===== config.mk =====
export PLATFORM = sky130hd
export DESIGN_NAME = seg_mux_scheduler
export DESIGN_NICKNAME = d
export VERILOG_FILES = /design/src/rtl/seg_mux_scheduler.sv
export SDC_FILE = /design/constraint.sdc
export NUM_CORES = 1
export LEC_CHECK = 0
export CAP_MARGIN = 5
export CORE_UTILIZATION = 53
export CTS_CLUSTER_SIZE = 12
export DETAILED_ROUTE_END_ITERATION = 12
export PLACE_DENSITY = 0.75
export SLEW_MARGIN = 15
export SYNTH_ARGS = -nofsm -noshare
export SYNTH_HDL_FRONTEND = slang
export SYNTH_SLANG_ARGS = --single-unit

===== constraint.sdc =====
create_clock -name clk -period 4.7 [get_ports clk]
set_input_delay 0.47 -clock clk [delete_from_list [all_inputs] [get_ports clk]]
set_output_delay 0.47 -clock clk [all_outputs]
set_load 0.005 [all_outputs]

===== src/rtl/seg_mux_scheduler.sv =====
// seg_mux_scheduler: time-multiplexes one hex-to-7-segment decoder across two
// common-anode digits, with a blanking gap before each digit to stop ghosting.
// Optional feature macro: SEG_MUX_LEADING_ZERO_BLANK_EN (blank a leading zero
// on the left digit).
`timescale 1ns/1ps

module seg_mux_scheduler #(
    parameter int unsigned SHOW_CYCLES  = 100000,
    parameter int unsigned BLANK_CYCLES = 1000
) (
    input  logic       clk,
    input  logic       reset_n,
    input  logic       enable,
    input  logic [3:0] digit0,
    input  logic [3:0] digit1,
    output logic [3:0] s_sel,
    output logic [1:0] anode_n,
    output logic       slot,
    output logic       frame_tick
);

    localparam int unsigned CNT_W = 24;
    localparam logic [CNT_W-1:0] SHOW_LAST  = CNT_W'(SHOW_CYCLES - 1);
    localparam logic [CNT_W-1:0] BLANK_LAST = CNT_W'(BLANK_CYCLES - 1);

    typedef enum logic [1:0] {
        BLANK0 = 2'd0,
        SHOW0  = 2'd1,
        BLANK1 = 2'd2,
        SHOW1  = 2'd3
    } state_t;

    state_t           state_q, state_d;
    logic [CNT_W-1:0] cnt_q, cnt_d;
    logic             run_q, run_d;
    logic [3:0]       s_sel_d;
    logic [1:0]       anode_d;
    logic             slot_d;
    logic             tick_d;
    logic             dwell_done;
`ifdef SEG_MUX_LEADING_ZERO_BLANK_EN
    logic             sup_q, sup_d;
`endif

    // State, dwell counter and registered outputs
    always_ff @(posedge clk or negedge reset_n) begin
        if (!reset_n) begin
            state_q    <= BLANK0;
            cnt_q      <= '0;
            run_q      <= 1'b0;
            s_sel      <= 4'h0;
            anode_n    <= 2'b11;
            slot       <= 1'b0;
            frame_tick <= 1'b0;
`ifdef SEG_MUX_LEADING_ZERO_BLANK_EN
            sup_q      <= 1'b0;
`endif
        end else begin
            state_q    <= state_d;
            cnt_q      <= cnt_d;
            run_q      <= run_d;
            s_sel      <= s_sel_d;
            anode_n    <= anode_d;
            slot       <= slot_d;
            frame_tick <= tick_d;
`ifdef SEG_MUX_LEADING_ZERO_BLANK_EN
            sup_q      <= sup_d;
`endif
        end
    end

    // Next state and next output values; outputs only change on state entry
    always_comb begin
        state_d = state_q;
        cnt_d   = cnt_q;
        run_d   = run_q;
        s_sel_d = s_sel;
        anode_d = anode_n;
        slot_d  = slot;
        tick_d  = 1'b0;
`ifdef SEG_MUX_LEADING_ZERO_BLANK_EN
        sup_d   = sup_q;
`endif
        dwell_done = ((state_q == BLANK0) || (state_q == BLANK1)) ?
                     (cnt_q == BLANK_LAST) : (cnt_q == SHOW_LAST);

        if (!enable) begin
            // Scan off: park in BLANK0; run_q low so the next enabled edge
            // restarts a full blank interval.
            state_d = BLANK0;
            cnt_d   = '0;
            run_d   = 1'b0;
            s_sel_d = digit0;
            anode_d = 2'b11;
            slot_d  = 1'b0;
        end else if (!run_q) begin
            // First enabled edge after reset or a disable: fresh BLANK0 entry
            state_d = BLANK0;
            cnt_d   = '0;
            run_d   = 1'b1;
            s_sel_d = digit0;
            anode_d = 2'b11;
            slot_d  = 1'b0;
        end else if (!dwell_done) begin
            cnt_d = cnt_q + CNT_W'(1);
        end else begin
            cnt_d = '0;
            case (state_q)
                BLANK0: begin
                    state_d = SHOW0;
                    anode_d = 2'b10;
                end
                SHOW0: begin
                    state_d = BLANK1;
                    anode_d = 2'b11;
                    s_sel_d = digit1;
                    slot_d  = 1'b1;
`ifdef SEG_MUX_LEADING_ZERO_BLANK_EN
                    sup_d   = (digit1 == 4'h0);
`endif
                end
                BLANK1: begin
                    state_d = SHOW1;
`ifdef SEG_MUX_LEADING_ZERO_BLANK_EN
                    anode_d = sup_q ? 2'b11 : 2'b01;
`else
                    anode_d = 2'b01;
`endif
                end
                SHOW1: begin
                    state_d = BLANK0;
                    anode_d = 2'b11;
                    s_sel_d = digit0;
                    slot_d  = 1'b0;
                    tick_d  = 1'b1;
                end
                default: begin
                    state_d = BLANK0;
                    anode_d = 2'b11;
                    s_sel_d = digit0;
                    slot_d  = 1'b0;
                end
            endcase
        end
    end

endmodule


After elaboration in Yosys (flattened, before gate mapping)
Index checks and enable logic that the tools add are counted.
{"block": "totals", "ff_bits": 35, "latchBits": 0, "ram_bits": 0, "mem_bits_ro": 0, "inputBits": 11, "out_inout_bits": 8, "memories": 0}
{"block": "op_classes", "n_addsub": 1, "mul": 0, "n_div": 0, "n_lt_le_gt_ge": 0, "n_eq_ne": 7, "shifts": 0, "n_mux": 25, "bitwise": 0, "n_reduce_logical": 4}
{"cell": "24-bit 2-to-1 mux", "count": 3}
{"cell": "24-bit by 1-bit adder with 24-bit output (second input constant)", "count": 1}
{"cell": "24-bit by 10-bit == test with 1-bit output (second input constant)", "count": 1}
{"cell": "24-bit by 17-bit == test with 1-bit output (second input constant)", "count": 1}
{"cell": "2-bit 2-to-1 mux", "count": 6}
{"cell": "4-bit 2-to-1 mux", "count": 3}
{"cell": "1-bit 2-to-1 mux", "count": 9}
{"cell": "2-bit case mux with 4 select lines", "count": 1}
{"cell": "4-bit case mux with 2 select lines", "count": 1}
{"cell": "2-bit case mux with 3 select lines", "count": 1}
{"cell": "2-bit == test (second input constant)", "count": 2}
{"cell": "4-bit by 2-bit inequality test with 1-bit output (second input constant)", "count": 1}
{"cell": "3-bit by 2-bit inequality test with 1-bit output (second input constant)", "count": 1}
{"cell": "2-bit by 1-bit == test with 1-bit output (second input constant)", "count": 1}
{"cell": "2-bit logical NOT", "count": 1}
{"cell": "1-bit case mux with 2 select lines", "count": 1}
{"cell": "2-bit AND reduction", "count": 1}
{"cell": "2-bit OR reduction", "count": 1}
{"cell": "1-bit logical OR", "count": 1}

Depth between registers and ports, before layout
Gate-level depths: netlist (run 1).
{"block": "logic_depth", "word_depth": 6, "depth_mapped": 8, "mapped_depth_nobuf": 7}

Worst setup path before layout (run 1)
Ideal clock, no wire load.
{"block": "synth_path", "kind": "register to register", "from": "register state_q[0]", "to": "register s_sel[0]", "t_arrival_ns": 2.251, "path_slack_ns": 2.324, "stages_incl_launch_ff": 8, "path_buffers": 0, "path_cell_list": "dfrtp_1 -> inv_1 -> ha_1 -> or4b_1 -> o32ai_4 -> nand4_4 -> o21ai_4 -> mux2_4"}
{"block": "synth_between", "elab_chain_len": 5}
{"element": "start: declaration", "line": "33", "rtl": "state_t state_q, state_d;"}
{"element": "start signal: assignment", "line": "59", "rtl": "state_q <= state_d;"}
{"element": "2-bit == test, or another cell as far along", "line": "108", "rtl": "case (state_q)"}
{"element": "4-bit case mux with 2 select lines / 1-bit logical OR (equally long branches)", "line": "108, 84"}
{"element": "4-bit 2-to-1 mux / 1-bit 2-to-1 mux (equally long branches)", "line": "104, 84"}
{"element": "4-bit 2-to-1 mux / 3-bit by 2-bit inequality test with 1-bit output (equally long branches)"}
{"element": "4-bit 2-to-1 mux / 2-bit AND reduction (equally long branches)"}
{"element": "end signal: assignment", "line": "62", "rtl": "s_sel <= s_sel_d;"}
{"element": "end: declaration", "line": "16", "rtl": "output logic [3:0] s_sel,"}
Parallel ways exist; a longest one is shown, timed or not. The select of a mux whose other input is x is not followed.
A chain may end at the register's enable or synchronous reset.

Worst setup path after layout (run 1)
{"block": "layout_path", "from": "register state_q[0]", "to": "register cnt_q[12]"}
{"block": "layout_between", "elab_chain_len": 6}
{"element": "2-bit == test / 2-bit logical NOT (equally long branches)", "line": "84", "rtl": "dwell_done = ((state_q == BLANK0) || (state_q == BLANK1)) ?"}
{"element": "1-bit logical OR *", "line": "84"}
{"element": "1-bit 2-to-1 mux *", "line": "84"}
{"element": "24-bit 2-to-1 mux *", "line": "104", "rtl": "end else if (!dwell_done) begin"}
{"element": "24-bit 2-to-1 mux *", "line": "96", "rtl": "end else if (!run_q) begin"}
{"element": "24-bit 2-to-1 mux *", "line": "87", "rtl": "if (!enable) begin"}
{"element": "net cnt_d[12]", "line": "34", "rtl": "logic [CNT_W-1:0] cnt_q, cnt_d;"}
{"element": "end signal: assignment", "line": "60", "rtl": "cnt_q <= cnt_d;"}
{"element": "end: declaration", "line": "34"}
The timed path passes the listed nets; every way through them passes the cells marked *.

==> report_table.html, run 1 <==
<table>
<tr><th>Metric</th><th>Value</th></tr>
<tr><th colspan="2">Timing</th></tr>
<tr><td>Worst slew margin relative to its limit</td><td>26.0%</td></tr>
<tr><td>Setup TNS after final layout</td><td>0 ns</td></tr>
<tr><td>Maximum operating frequency</td><td>about 0.36 GHz</td></tr>
<tr><td>Pins over their slew limit</td><td>0</td></tr>
<tr><td>RSZ-0062 raised after global routing</td><td>false</td></tr>
<tr><td>Minimum setup slack in the final design</td><td>1.95 ns</td></tr>
<tr><td>Layout Skew</td><td>between 0.007 and 0.008 ns</td></tr>
<tr><td>Worst hold slack after final layout</td><td>just under 0.5 ns</td></tr>
<tr><td>Final hold violation count</td><td>0</td></tr>
<tr><td>Worst-margin pin slew</td><td>~1.1 ns</td></tr>
<tr><td>Final setup violation count</td><td>0</td></tr>
<tr><td>Final clock period utilization by the worst path</td><td>between 50% and 60%</td></tr>
<tr><td>Fin crit period</td><td>2.75 ns</td></tr>
<tr><th colspan="2">Synth</th></tr>
<tr><td>Sequential fraction of the synthesis area</td><td>approximately 47%</td></tr>
<tr><td>Total of warnings raised by yosys</td><td>0</td></tr>
<tr><td>EDFF count, synth</td><td>0</td></tr>
<tr><td>Flip-flop cell with the highest count after synthesis</td><td>sky130_fd_sc_hd__dfrtp_1</td></tr>
<tr><td>Async set-reset flop share out of synthesis</td><td>100%</td></tr>
<tr><td>Leading cell types by count after synthesis</td><td>sky130_fd_sc_hd__dfrtp_1, sky130_fd_sc_hd__nor2_1, sky130_fd_sc_hd__xor2_1</td></tr>
<tr><td>Number of flip-flops and latches in the synthesized netlist</td><td>35</td></tr>
<tr><td>Number of instances in the synthesized netlist</td><td>between 150 and 200</td></tr>
<tr><td>Most frequently used cell type in the post-synthesis netlist</td><td>sky130_fd_sc_hd__dfrtp_1</td></tr>
<tr><td>Biggest area consumer among synthesized cells</td><td>sky130_fd_sc_hd__dfrtp_1</td></tr>
<tr><td>Total standard cell area after synthesis</td><td>roughly 1900 µm²</td></tr>
<tr><td>Total nets after synthesis</td><td>approximately 190</td></tr>
<tr><td>Avg Inst Size Synth</td><td>approximately 11 µm²</td></tr>
<tr><td>Area share of the leading cell type in the synthesized netlist</td><td>between 40% and 50%</td></tr>
<tr><td>Main area contributors after synthesis</td><td>sky130_fd_sc_hd__dfrtp_1, sky130_fd_sc_hd__xor2_1, sky130_fd_sc_hd__nor2_1, sky130_fd_sc_hd__ha_1, sky130_fd_sc_hd__mux2_4</td></tr>
<tr><td>Number of distinct standard cells referenced by the synthesized netlist</td><td>38</td></tr>
<tr><th colspan="2">Critical path</th></tr>
<tr><td>Critical Path Source Type</td><td>flip-flop</td></tr>
<tr><td>Endpoint class of the critical path</td><td>flip-flop</td></tr>
<tr><td>Required time at the endpoint of the critical path</td><td>just under 5 ns</td></tr>
<tr><td>Cell-by-cell trace of the critical path</td><td>inv_1 &gt; ha_1 &gt; or4b_1 &gt; o32ai_4 &gt; nand4_4 &gt; nand2_1 &gt; nor2_1</td></tr>
<tr><td>Crit path buffers/inverters</td><td>1</td></tr>
<tr><td>Reg2Reg Setup Slack</td><td>a little under 2 ns</td></tr>
<tr><td>Critical R2R Launch</td><td>state_q[0]$_DFFE_PN0P_</td></tr>
<tr><td>Endpoint of the worst register-to-register path</td><td>cnt_q[12]$_DFF_PN0_</td></tr>
<tr><td>Biggest fanout along the worst timing path</td><td>23</td></tr>
<tr><td>Length in cells of the worst reg-to-reg path</td><td>7</td></tr>
<tr><td>Category of the most critical setup path</td><td>flip-flop to flip-flop</td></tr>
<tr><td>Slowest stage delay, CP</td><td>0.64 ns</td></tr>
<tr><td>Critical path data arrival time</td><td>roughly 3 ns</td></tr>
<tr><td>Slowest stage cell on the critical path</td><td>sky130_fd_sc_hd__nand2_1</td></tr>
<tr><td>Family with the most delay on the worst path</td><td>simple AND/OR/NAND/NOR gates</td></tr>
<tr><th colspan="2">Die</th></tr>
<tr><td>Top-Level Pins</td><td>19</td></tr>
<tr><td>Die height</td><td>~62 µm</td></tr>
<tr><td>Die width</td><td>around 62 µm</td></tr>
<tr><td>Total number of placement rows</td><td>21</td></tr>
<tr><td>Starting utilization of the core area</td><td>55.9%</td></tr>
<tr><td>Area inside the core boundary</td><td>around 3400 µm²</td></tr>
<tr><td>Area of the die</td><td>3790 µm²</td></tr>
<tr><th colspan="2">Status</th></tr>
<tr><td>Run status</td><td>completed</td></tr>
<tr><th colspan="2">Finish</th></tr>
<tr><td>Final net count</td><td>214</td></tr>
<tr><td>Area growth syn-to-layout</td><td>16.0%</td></tr>
<tr><td>Post-route insts no fill</td><td>244</td></tr>
<tr><td>Number of inserted diodes</td><td>0</td></tr>
<tr><td>Share of final-layout standard cells stronger than drive strength 1</td><td>between 10% and 20%</td></tr>
<tr><th colspan="2">Power and ir drop</th></tr>
<tr><td>Total internal power</td><td>approximately 0.42 mW</td></tr>
<tr><td>Maximum ir drop on the vdd rail</td><td>0.161 mV</td></tr>
<tr><td>Seq pwr share</td><td>between 50 and 60%</td></tr>
<tr><td>Total design power</td><td>between 0.5 and 0.6 mW</td></tr>
<tr><td>Leakage dissipation</td><td>0.923 nW</td></tr>
<tr><td>Areal power density over the cells</td><td>about 250 nW/µm²</td></tr>
<tr><td>Net Sw Frac</td><td>approximately 22%</td></tr>
<tr><td>Combinational Power Share</td><td>7.5%</td></tr>
<tr><td>Switching Power</td><td>0.118 mW</td></tr>
<tr><td>Relative contribution of the clock network to total power</td><td>a little over a third</td></tr>
<tr><th colspan="2">Routing</th></tr>
<tr><td>Total length of routed wires</td><td>between 3000 and 4000 µm</td></tr>
<tr><td>Number of optimization iterations in the first detailed-route pass</td><td>4</td></tr>
<tr><td>Iteration-0 DRC count of the detailed router</td><td>approximately 110</td></tr>
<tr><td>Final ANT Viol Nets</td><td>0</td></tr>
<tr><td>Via count</td><td>~1400</td></tr>
<tr><td>Wire length per cell after detailed routing</td><td>~15 µm</td></tr>
<tr><td>Via/cell ratio</td><td>~5.6</td></tr>
<tr><td>Residual DRC</td><td>0</td></tr>
<tr><th colspan="2">Placement</th></tr>
<tr><td>Count of port buffers added during placement</td><td>18</td></tr>
<tr><td>Placed Cells</td><td>about 240</td></tr>
<tr><td>Half-perimeter wire length of the detailed placement result</td><td>2520 µm</td></tr>
<tr><td>Placer congestion estimate</td><td>between 0.7 and 0.8</td></tr>
<tr><td>Pre-CTS setup slack</td><td>just under 2 ns</td></tr>
<tr><th colspan="2">Clock tree</th></tr>
<tr><td>Post-CTS Setup Bufs</td><td>0</td></tr>
<tr><td>TritonCTS clock tree</td><td>done</td></tr>
<tr><td>CTS-repair resized insts</td><td>0</td></tr>
<tr><td>Clock insertion delay at the later pin of the skew report</td><td>0.34 ns</td></tr>
<tr><td>Clk slew on worst S/H paths</td><td>around 0.10 ns</td></tr>
<tr><td>CTS Hold Buffers Added</td><td>0</td></tr>
<tr><td>Count of H-tree levels built during CTS</td><td>2</td></tr>
<tr><td>Clock net sink count</td><td>35</td></tr>
<tr><td>Clk Tree Root Cell</td><td>sky130_fd_sc_hd__clkbuf_4</td></tr>
<tr><td>Maximum buffer depth of the clock tree</td><td>2</td></tr>
<tr><td>Inserted Clock Buffers</td><td>5</td></tr>
<tr><th colspan="2">Global route</th></tr>
<tr><td>Largest net degree at the start of global routing</td><td>36</td></tr>
<tr><td>Via count of the first global-routing pass</td><td>roughly 1300</td></tr>
<tr><td>Number of antenna violations at the first check in global routing</td><td>0</td></tr>
<tr><td>Grt ovf</td><td>0</td></tr>
<tr><td>Wire length of the first global-routing pass</td><td>~5700 µm</td></tr>
<tr><td>Global router's overall resource usage</td><td>a little over a fifth</td></tr>
<tr><th colspan="2">Worst hold path</th></tr>
<tr><td>Cell depth of the worst hold path</td><td>1</td></tr>
<tr><td>Hold Crit Start</td><td>cnt_q[0]$_DFF_PN0_</td></tr>
<tr><td>Min-Delay Path Class</td><td>flip-flop to flip-flop</td></tr>
<tr><td>Endpoint of the worst hold path</td><td>cnt_q[0]$_DFF_PN0_</td></tr>
<tr><th colspan="2">Flow run</th></tr>
<tr><td>Number of max-capacitance violations reported</td><td>0</td></tr>
</table>
[worst register-to-register path: stages, from the launching register on]
cell	delay [ns]
sky130_fd_sc_hd__dfrtp_1	0.40
sky130_fd_sc_hd__inv_1	0.10
sky130_fd_sc_hd__ha_1	0.25
sky130_fd_sc_hd__or4b_1	0.56
sky130_fd_sc_hd__o32ai_4	0.28
sky130_fd_sc_hd__nand4_4	0.24
sky130_fd_sc_hd__nand2_1	0.64
sky130_fd_sc_hd__nor2_1	0.13
[flip-flops by register name, summed over array words and instances, names as in the netlist]
name        count
slot            1
frame_tick      1
run_q           1
anode_n         2
cnt_q          24
state_q         2
s_sel           4
[layout make-up]
| class | count | area [µm²] |
|---|---|---|
| fill | 301 | 1180 |
| multi-input combinational | 130 | 966 |
| sequential | 35 | 878 |
| timing repair buffer | 19 | 188 |
| clock buffer | 8 | 68.8 |
| tap | 46 | 57.6 |
| inverter | 6 | 22.5 |
[cells in the final DEF (no fill, tap or decap), drive strengths merged, types with 2 or more instances in the layout]
cell           count
nand2              9
clkdlybuf4s50     18
o211ai             2
clkbuf             8
ha                 6
or4b               2
xnor2              6
dfstp              2
and4               3
nor4               2
nand3             10
nand4              8
nor2              31
and3               5
or4                4
dfrtp             33
nor3               4
inv                6
xor2              16
mux2               8
and2               2
[worst max path at each step]
stage                           end                   start  depth (start not counted)  slack [ns]
6_report        cnt_q[12]$_DFF_PN0_  state_q[0]$_DFFE_PN0P_                          7        1.95
5_1_grt         cnt_q[17]$_DFF_PN0_  state_q[0]$_DFFE_PN0P_                          7        1.74
4_1_cts         cnt_q[12]$_DFF_PN0_  state_q[0]$_DFFE_PN0P_                          7        1.95
3_5_place_dp    cnt_q[12]$_DFF_PN0_  state_q[0]$_DFFE_PN0P_                          7        1.96
3_3_place_gp    cnt_q[13]$_DFF_PN0_  state_q[0]$_DFFE_PN0P_                          7        2.10
2_1_floorplan  s_sel[0]$_DFFE_PN0P_  state_q[0]$_DFFE_PN0P_                          7        2.32
[power groups by stage]
stage | clock network [mW] | logic (mW) | registers, mW
finish | 0.186 | 0.0402 | 0.309
detailed placement | 0 | 0.0408 | 0.315
CTS | 0.187 | 0.0411 | 0.309
floorplan | 0 | 0.0157 | 0.315
global route | 0.204 | 0.0447 | 0.310
global placement | 0 | 0.0399 | 0.315
[metal layers]
metal | wire [µm] | global-route usage [%]
met5 | 0 | 0
met4 | 50 | 7.62
met3 | 152 | 6.93
met2 | 1680 | 32.1
met1 | 1680 | 29.6
[logic make-up (layout without fill, tap and decap cells)]
kind of cell / count (synthesis) / after routing / share of synthesized area, %
simple gates: 85 / 85 / 25.7
flops: 35 / 35 / 46.7
xor+xnor: 22 / 22 / 10.2
mux: 9 / 9 / 6.12
buf+inv: 9 / 33 / 1.93
compound gates: 8 / 8 / 5.26
fa+ha+maj: 6 / 6 / 3.99
[metrics by stage]
step           area, µm²  utilization, %
6_report            2180            64.8
5_1_grt             2180            64.8
4_1_cts             2180            64.8
3_5_place_dp        2110            62.8
3_3_place_gp        2110            62.8
2_1_floorplan       1880               -
Power figures use the tool's default switching activity.
==> inputs of run 2 (changes only) <==
==> constraint.sdc (replaced) <==
create_clock -name clk -period 2.8 [get_ports clk]
set_input_delay 0.28 -clock clk [delete_from_list [all_inputs] [get_ports clk]]
set_output_delay 0.28 -clock clk [all_outputs]
set_load 0.005 [all_outputs]
==> run 2 against run 1 <==
First-iteration DRC count fell by 0.93%. Count of clock-buffer cells in the layout stayed put. Non-clock buffer count increased by 3.
==> report_table.html, run 2 (same netlist as run 1, synthesis figures left out) <==
<table>
<tr><th>Metric</th><th>Value</th></tr>
<tr><th colspan="2">Routing</th></tr>
<tr><td>Via/cell ratio</td><td>5.59</td></tr>
<tr><td>Via count</td><td>1381</td></tr>
<tr><td>Wire length per cell after detailed routing</td><td>approximately 15 µm</td></tr>
<tr><td>Number of optimization iterations in the first detailed-route pass</td><td>4</td></tr>
<tr><td>Final ANT Viol Nets</td><td>0</td></tr>
<tr><td>Residual DRC</td><td>0</td></tr>
<tr><td>Iteration-0 DRC count of the detailed router</td><td>around 110</td></tr>
<tr><td>Total length of routed wires</td><td>about 3600 µm</td></tr>
<tr><th colspan="2">Clock tree</th></tr>
<tr><td>TritonCTS clock tree</td><td>done</td></tr>
<tr><td>Post-CTS Setup Bufs</td><td>0</td></tr>
<tr><td>Clk Tree Root Cell</td><td>sky130_fd_sc_hd__clkbuf_4</td></tr>
<tr><td>Inserted Clock Buffers</td><td>5</td></tr>
<tr><td>Count of H-tree levels built during CTS</td><td>2</td></tr>
<tr><td>Maximum buffer depth of the clock tree</td><td>2</td></tr>
<tr><td>CTS-repair resized insts</td><td>0</td></tr>
<tr><td>Clock insertion delay at the later pin of the skew report</td><td>0.33 ns</td></tr>
<tr><td>Clk slew on worst S/H paths</td><td>roughly 0.1 ns</td></tr>
<tr><td>CTS Hold Buffers Added</td><td>0</td></tr>
<tr><td>Clock net sink count</td><td>35</td></tr>
<tr><th colspan="2">Timing</th></tr>
<tr><td>Worst-margin pin slew</td><td>0.507 ns</td></tr>
<tr><td>Worst slew margin relative to its limit</td><td>between 60 and 70%</td></tr>
<tr><td>Setup TNS after final layout</td><td>0 ns</td></tr>
<tr><td>Layout Skew</td><td>around 0.015 ns</td></tr>
<tr><td>Pins over their slew limit</td><td>0</td></tr>
<tr><td>Final hold violation count</td><td>0</td></tr>
<tr><td>Final clock period utilization by the worst path</td><td>91.0%</td></tr>
<tr><td>RSZ-0062 raised after global routing</td><td>false</td></tr>
<tr><td>Maximum operating frequency</td><td>around 0.39 GHz</td></tr>
<tr><td>Fin crit period</td><td>between 2 and 3 ns</td></tr>
<tr><td>Final setup violation count</td><td>0</td></tr>
<tr><th colspan="2">Die</th></tr>
<tr><td>Die width</td><td>~62 µm</td></tr>
<tr><td>Top-Level Pins</td><td>19</td></tr>
<tr><td>Die height</td><td>between 60 and 70 µm</td></tr>
<tr><td>Area of the die</td><td>between 3000 and 4000 µm²</td></tr>
<tr><td>Starting utilization of the core area</td><td>55.9%</td></tr>
<tr><td>Total number of placement rows</td><td>21</td></tr>
<tr><td>Area inside the core boundary</td><td>~3400 µm²</td></tr>
<tr><th colspan="2">Critical path</th></tr>
<tr><td>Total stage count of the critical path</td><td>7</td></tr>
<tr><td>Crit path buffers/inverters</td><td>1</td></tr>
<tr><td>End point of the critical path</td><td>s_sel[0]$_DFFE_PN0P_</td></tr>
<tr><td>Required time at the endpoint of the critical path</td><td>3.01 ns</td></tr>
<tr><td>Category of the most critical setup path</td><td>flip-flop to flip-flop</td></tr>
<tr><td>Family with the most delay on the worst path</td><td>simple AND/OR/NAND/NOR gates</td></tr>
<tr><td>Endpoint of the worst register-to-register path</td><td>s_sel[0]$_DFFE_PN0P_</td></tr>
<tr><td>Endpoint class of the critical path</td><td>flip-flop</td></tr>
<tr><td>Slowest stage cell on the critical path</td><td>sky130_fd_sc_hd__or4b_1</td></tr>
<tr><td>Reg2Reg Setup Slack</td><td>0.25 ns</td></tr>
<tr><td>Critical path data arrival time</td><td>2.75 ns</td></tr>
<tr><td>Slowest stage delay, CP</td><td>between 0.5 and 0.6 ns</td></tr>
<tr><td>Biggest fanout along the worst timing path</td><td>10</td></tr>
<tr><td>Critical R2R Launch</td><td>state_q[0]$_DFFE_PN0P_</td></tr>
<tr><td>Length in cells of the worst reg-to-reg path</td><td>7</td></tr>
<tr><td>First element of the critical path</td><td>state_q[0]$_DFFE_PN0P_</td></tr>
<tr><td>Cell-by-cell trace of the critical path</td><td>inv_1 &gt; ha_1 &gt; or4b_1 &gt; o32ai_4 &gt; nand4_4 &gt; o21ai_4 &gt; mux2_4</td></tr>
<tr><td>Critical Path Source Type</td><td>flip-flop</td></tr>
<tr><th colspan="2">Finish</th></tr>
<tr><td>Area growth syn-to-layout</td><td>16.1%</td></tr>
<tr><td>Number of inserted diodes</td><td>0</td></tr>
<tr><td>Register ranked first by flip-flop count</td><td>cnt_q</td></tr>
<tr><td>Max reg flops</td><td>24</td></tr>
<tr><td>Registers with the most flip-flops</td><td>cnt_q (24), s_sel (4)</td></tr>
<tr><td>Share of final-layout standard cells stronger than drive strength 1</td><td>between 10% and 20%</td></tr>
<tr><td>Post-route insts no fill</td><td>247</td></tr>
<tr><td>Leading cell types in the layout, fill and taps excluded</td><td>sky130_fd_sc_hd__dfrtp_1, sky130_fd_sc_hd__nor2_1, sky130_fd_sc_hd__clkdlybuf4s50_1</td></tr>
<tr><td>Final net count</td><td>about 220</td></tr>
<tr><td>Commonest non-fill, non-tap cell in the layout</td><td>sky130_fd_sc_hd__dfrtp_1</td></tr>
<tr><th colspan="2">Global route</th></tr>
<tr><td>Met2 track demand over resource</td><td>35.8%</td></tr>
<tr><td>Wire length of the first global-routing pass</td><td>approximately 6000 µm</td></tr>
<tr><td>Via count of the first global-routing pass</td><td>about 1300</td></tr>
<tr><td>Largest net degree at the start of global routing</td><td>36</td></tr>
<tr><td>Grt ovf</td><td>0</td></tr>
<tr><td>Met3 track demand over resource in global routing</td><td>a little under 6%</td></tr>
<tr><td>Met1 usage</td><td>around 29%</td></tr>
<tr><td>Number of antenna violations at the first check in global routing</td><td>0</td></tr>
<tr><td>Most used routing layer in global routing</td><td>met2</td></tr>
<tr><td>Global router's overall resource usage</td><td>about 22%</td></tr>
<tr><th colspan="2">Power and ir drop</th></tr>
<tr><td>Total design power</td><td>between 0.8 and 0.9 mW</td></tr>
<tr><td>Leakage dissipation</td><td>between 0.9 and 1 nW</td></tr>
<tr><td>Areal power density over the cells</td><td>~380 nW/µm²</td></tr>
<tr><td>Maximum ir drop on the vdd rail</td><td>0.294 mV</td></tr>
<tr><th colspan="2">Status</th></tr>
<tr><td>Run status</td><td>completed</td></tr>
<tr><th colspan="2">Placement</th></tr>
<tr><td>Placer congestion estimate</td><td>just over 0.8</td></tr>
<tr><td>Count of port buffers added during placement</td><td>18</td></tr>
<tr><td>Placed Cells</td><td>around 240</td></tr>
<tr><td>Half-perimeter wire length of the detailed placement result</td><td>around 2800 µm</td></tr>
<tr><th colspan="2">Worst hold path</th></tr>
<tr><td>Min-Delay Path Class</td><td>input port to async pin</td></tr>
<tr><th colspan="2">Flow run</th></tr>
<tr><td>Number of max-capacitance violations reported</td><td>0</td></tr>
</table>
run 2: cell count changes in the layout (fill, tap and decap cells not counted):
cell and delta:
sky130_fd_sc_hd__buf_4 +3, sky130_fd_sc_hd__clkbuf_8 -2, sky130_fd_sc_hd__clkbuf_1 +2
run 2: area by class of cell:
cell class,count,area (µm²)
multi-input cells,130,966
inverters,6,22.5
repair buffers,22,210
well taps,46,57.6
clock buffers,8,48.8
flip-flops and latches,35,878
fillers,288,1180
run 2: report_power, final:
part,leakage [nW],total [mW],switching (mW),internal [mW]
registers,0.470,0.519,0.00583,0.514
logic,0.430,0.0689,0.0289,0.0400
clock network,0.0265,0.247,0.147,0.100
run 2: worst min path at each step:
stage	from	to	slack, ns	depth (start not counted)
floorplan	reset_n	cnt_q[0]$_DFF_PN0_	-0.02	0
global placement	cnt_q[0]$_DFF_PN0_	cnt_q[0]$_DFF_PN0_	0.46	1
detailed placement	cnt_q[0]$_DFF_PN0_	cnt_q[0]$_DFF_PN0_	0.47	1
CTS	reset_n	cnt_q[8]$_DFF_PN0_	0.35	2
global route	reset_n	cnt_q[7]$_DFF_PN0_	0.39	2
finish	reset_n	cnt_q[8]$_DFF_PN0_	0.34	2
run 2: metrics by stage:
step / setup WS, ns / instance area [µm²] / hold WS (ns) / util (%)
2_1_floorplan: 0.424 / 1880 / -0.0156 / -
3_3_place_gp: 0.354 / 2130 / 0.456 / 63.5
3_5_place_dp: 0.250 / 2130 / 0.472 / 63.5
4_1_cts: 0.232 / 2180 / 0.353 / 64.9
5_1_grt: 0.145 / 2180 / 0.387 / 64.9
6_report: 0.252 / 2180 / 0.342 / 64.9
run 2: routing by layer:
| metal | up-vias | wire length, µm |
|---|---|---|
| met1 | 664 | 1620 |
| met2 | 47 | 1790 |
| met3 | 7 | 177 |
| met5 | - | 0 |
| met4 | 0 | 50 |
| li1 | 663 | - |
==> inputs of run 3 (changes only) <==
==> constraint.sdc (replaced) <==
create_clock -name clk -period 2.5 [get_ports clk]
set_input_delay 0.25 -clock clk [delete_from_list [all_inputs] [get_ports clk]]
set_output_delay 0.25 -clock clk [all_outputs]
set_load 0.005 [all_outputs]
==> run 3 against run 2 <==
Final cell count grew 0.81%. Clock skew grew 0.0045 ns. Sequential power grew 12%. Clock power grew 30%. Register-to-register slack lost 0.12 ns. Via count shrank 0.29%. Combinational power grew 14%. Critical endpoint is now s_sel[1]$_DFFE_PN0P_. Highest routed layer unchanged.
==> report_table.html, run 3 (same netlist as run 1, synthesis figures left out) <==
<table>
<tr><th>Metric</th><th>Value</th></tr>
<tr><th colspan="2">Critical path</th></tr>
<tr><td>Required time at the endpoint of the critical path</td><td>2.72 ns</td></tr>
<tr><td>Length in cells of the worst reg-to-reg path</td><td>7</td></tr>
<tr><td>Reg2Reg Setup Slack</td><td>~0.13 ns</td></tr>
<tr><td>Critical R2R Launch</td><td>state_q[1]$_DFFE_PN0P_</td></tr>
<tr><td>Endpoint class of the critical path</td><td>flip-flop</td></tr>
<tr><td>Biggest fanout along the worst timing path</td><td>4</td></tr>
<tr><td>Category of the most critical setup path</td><td>flip-flop to flip-flop</td></tr>
<tr><td>Critical path data arrival time</td><td>around 2.6 ns</td></tr>
<tr><td>Endpoint of the worst register-to-register path</td><td>s_sel[1]$_DFFE_PN0P_</td></tr>
<tr><td>Critical Path Source Type</td><td>flip-flop</td></tr>
<tr><th colspan="2">Clock tree</th></tr>
<tr><td>Inserted Clock Buffers</td><td>5</td></tr>
<tr><td>Clk Tree Root Cell</td><td>sky130_fd_sc_hd__clkbuf_4</td></tr>
<tr><td>Count of H-tree levels built during CTS</td><td>2</td></tr>
<tr><td>TritonCTS clock tree</td><td>done</td></tr>
<tr><td>Clk slew on worst S/H paths</td><td>around 0.11 ns</td></tr>
<tr><td>CTS-repair resized insts</td><td>0</td></tr>
<tr><td>Clock net sink count</td><td>35</td></tr>
<tr><td>CTS Hold Buffers Added</td><td>0</td></tr>
<tr><td>Maximum buffer depth of the clock tree</td><td>2</td></tr>
<tr><td>Clock insertion delay at the later pin of the skew report</td><td>between 0.3 and 0.4 ns</td></tr>
<tr><th colspan="2">Timing</th></tr>
<tr><td>Worst hold slack after final layout</td><td>between 0.3 and 0.4 ns</td></tr>
<tr><td>Fin crit period</td><td>between 2 and 2.5 ns</td></tr>
<tr><td>Pins over their slew limit</td><td>0</td></tr>
<tr><td>Maximum operating frequency</td><td>0.421 GHz</td></tr>
<tr><td>Layout Skew</td><td>between 0.015 and 0.02 ns</td></tr>
<tr><td>Setup TNS after final layout</td><td>0 ns</td></tr>
<tr><td>Final hold violation count</td><td>0</td></tr>
<tr><td>RSZ-0062 raised after global routing</td><td>false</td></tr>
<tr><td>Final setup violation count</td><td>0</td></tr>
<tr><td>Worst-margin pin slew</td><td>about 0.50 ns</td></tr>
<tr><td>Worst slew margin relative to its limit</td><td>roughly two thirds</td></tr>
<tr><td>Final clock period utilization by the worst path</td><td>94.9%</td></tr>
<tr><th colspan="2">Die</th></tr>
<tr><td>Starting utilization of the core area</td><td>between 50% and 60%</td></tr>
<tr><td>Area of the die</td><td>roughly 3800 µm²</td></tr>
<tr><td>Total number of placement rows</td><td>21</td></tr>
<tr><td>Die width</td><td>about 62 µm</td></tr>
<tr><td>Die height</td><td>around 62 µm</td></tr>
<tr><td>Area inside the core boundary</td><td>3360 µm²</td></tr>
<tr><td>Top-Level Pins</td><td>19</td></tr>
<tr><th colspan="2">Global route</th></tr>
<tr><td>Wire length of the first global-routing pass</td><td>between 6000 and 7000 µm</td></tr>
<tr><td>Via count of the first global-routing pass</td><td>approximately 1400</td></tr>
<tr><td>Number of antenna violations at the first check in global routing</td><td>0</td></tr>
<tr><td>Global router's overall resource usage</td><td>23.4%</td></tr>
<tr><td>Largest net degree at the start of global routing</td><td>36</td></tr>
<tr><td>Grt ovf</td><td>0</td></tr>
<tr><th colspan="2">Status</th></tr>
<tr><td>Run status</td><td>completed</td></tr>
<tr><th colspan="2">Routing</th></tr>
<tr><td>Number of optimization iterations in the first detailed-route pass</td><td>4</td></tr>
<tr><td>Uppermost layer routed</td><td>met4</td></tr>
<tr><td>Residual DRC</td><td>0</td></tr>
<tr><td>Wire length per cell after detailed routing</td><td>between 10 and 15 µm</td></tr>
<tr><td>Met3 layer wire length in the routed design</td><td>around 130 µm</td></tr>
<tr><td>Via count</td><td>1377</td></tr>
<tr><td>Total length of routed wires</td><td>between 3000 and 4000 µm</td></tr>
<tr><td>Met1 layer wirelength in the final routing</td><td>approximately 1700 µm</td></tr>
<tr><td>Iteration-0 DRC count of the detailed router</td><td>42</td></tr>
<tr><td>Via/cell ratio</td><td>around 5.5</td></tr>
<tr><td>Final ANT Viol Nets</td><td>0</td></tr>
<tr><td>Met2 Routed Length</td><td>1810 µm</td></tr>
<tr><th colspan="2">Finish</th></tr>
<tr><td>Number of inserted diodes</td><td>0</td></tr>
<tr><td>Registers with the most flip-flops</td><td>cnt_q (24), s_sel (4)</td></tr>
<tr><td>Register ranked first by flip-flop count</td><td>cnt_q</td></tr>
<tr><td>Max reg flops</td><td>24</td></tr>
<tr><td>Post-route insts no fill</td><td>roughly 250</td></tr>
<tr><td>Area growth syn-to-layout</td><td>18.2%</td></tr>
<tr><td>Commonest non-fill, non-tap cell in the layout</td><td>sky130_fd_sc_hd__dfrtp_1</td></tr>
<tr><td>Final net count</td><td>approximately 220</td></tr>
<tr><td>Leading cell types in the layout, fill and taps excluded</td><td>sky130_fd_sc_hd__dfrtp_1, sky130_fd_sc_hd__nor2_1, sky130_fd_sc_hd__clkdlybuf4s50_1</td></tr>
<tr><td>Share of final-layout standard cells stronger than drive strength 1</td><td>17.7%</td></tr>
<tr><td>Final design utilization</td><td>between 60% and 70%</td></tr>
<tr><th colspan="2">Worst hold path</th></tr>
<tr><td>Min-Delay Path Class</td><td>input port to async pin</td></tr>
<tr><th colspan="2">Power and ir drop</th></tr>
<tr><td>Leakage dissipation</td><td>0.950 nW</td></tr>
<tr><td>Total design power</td><td>between 0.9 and 1 mW</td></tr>
<tr><td>Maximum ir drop on the vdd rail</td><td>0.353 mV</td></tr>
<tr><td>Areal power density over the cells</td><td>~440 nW/µm²</td></tr>
<tr><th colspan="2">Placement</th></tr>
<tr><td>Count of port buffers added during placement</td><td>18</td></tr>
<tr><td>Placer congestion estimate</td><td>just over 0.8</td></tr>
<tr><td>Placed Cells</td><td>240</td></tr>
<tr><td>Half-perimeter wire length of the detailed placement result</td><td>between 2000 and 3000 µm</td></tr>
<tr><th colspan="2">Flow run</th></tr>
<tr><td>Number of max-capacitance violations reported</td><td>0</td></tr>
</table>
run 3: changes by cell type in the layout (fill, tap and decap cells not counted):
cell	delta
sky130_fd_sc_hd__buf_12	+1
sky130_fd_sc_hd__clkbuf_8	+1
sky130_fd_sc_hd__clkinv_2	+1
sky130_fd_sc_hd__buf_4	+1
sky130_fd_sc_hd__clkbuf_1	-2
run 3: repair_timing:
action | CTS | global route
hold endpoints to repair | 0 | 0
setup endpoints to repair | 0 | 27
setup buffers | 0 | 1
run 3: layer usage:
metal / GRT usage [%] / vias up
met2: 36.7 / 23
met4: 9.84 / 0
met3: 6.30 / 8
li1: - / 668
met5: 0 / -
met1: 30.6 / 678
run 3: per-stage QoR:
stage,worst slack (ns),area [µm²]
after CTS,0.0190,2210
after global routing,0.0122,2220
after detailed placement,0.0595,2150
final,0.127,2220
after floorplan,0.124,1880
after global placement,0.151,2150
run 3: worst max path at each step:
| stage | start | endpoint | slack, ns | cells past startpoint |
|---|---|---|---|---|
| detailed placement | state_q[0]$_DFFE_PN0P_ | s_sel[0]$_DFFE_PN0P_ | 0.06 | 7 |
| floorplan | state_q[0]$_DFFE_PN0P_ | s_sel[0]$_DFFE_PN0P_ | 0.12 | 7 |
| CTS | state_q[0]$_DFFE_PN0P_ | s_sel[1]$_DFFE_PN0P_ | 0.02 | 7 |
| global route | state_q[1]$_DFFE_PN0P_ | cnt_q[13]$_DFF_PN0_ | 0.01 | 9 |
| finish | state_q[1]$_DFFE_PN0P_ | s_sel[1]$_DFFE_PN0P_ | 0.13 | 7 |
| global placement | state_q[0]$_DFFE_PN0P_ | s_sel[1]$_DFFE_PN0P_ | 0.15 | 7 |
run 3: report_power, final:
group          internal [mW]  switching, mW  total, mW
combinational         0.0469         0.0319     0.0788
sequential             0.575        0.00598      0.581
clock                  0.136          0.184      0.320
total                  0.759          0.222      0.980
run 3: layout make-up:
class                   count  area (µm²)
multi-input cells         130         966
repair buffers             24         238
inverters                   6        22.5
fillers                   298        1140
clock buffers               7        55.1
flip-flops and latches     35         878
clock inverters             1        5.00
well taps                  46        57.6
run 3: critical path: stages, from the launching register on:
cell	delay [ns]
sky130_fd_sc_hd__dfrtp_1	0.41
sky130_fd_sc_hd__inv_1	0.10
sky130_fd_sc_hd__ha_1	0.22
sky130_fd_sc_hd__or4b_1	0.53
sky130_fd_sc_hd__o32ai_4	0.28
sky130_fd_sc_hd__nand4_4	0.15
sky130_fd_sc_hd__o21ai_4	0.24
sky130_fd_sc_hd__mux2_4	0.32
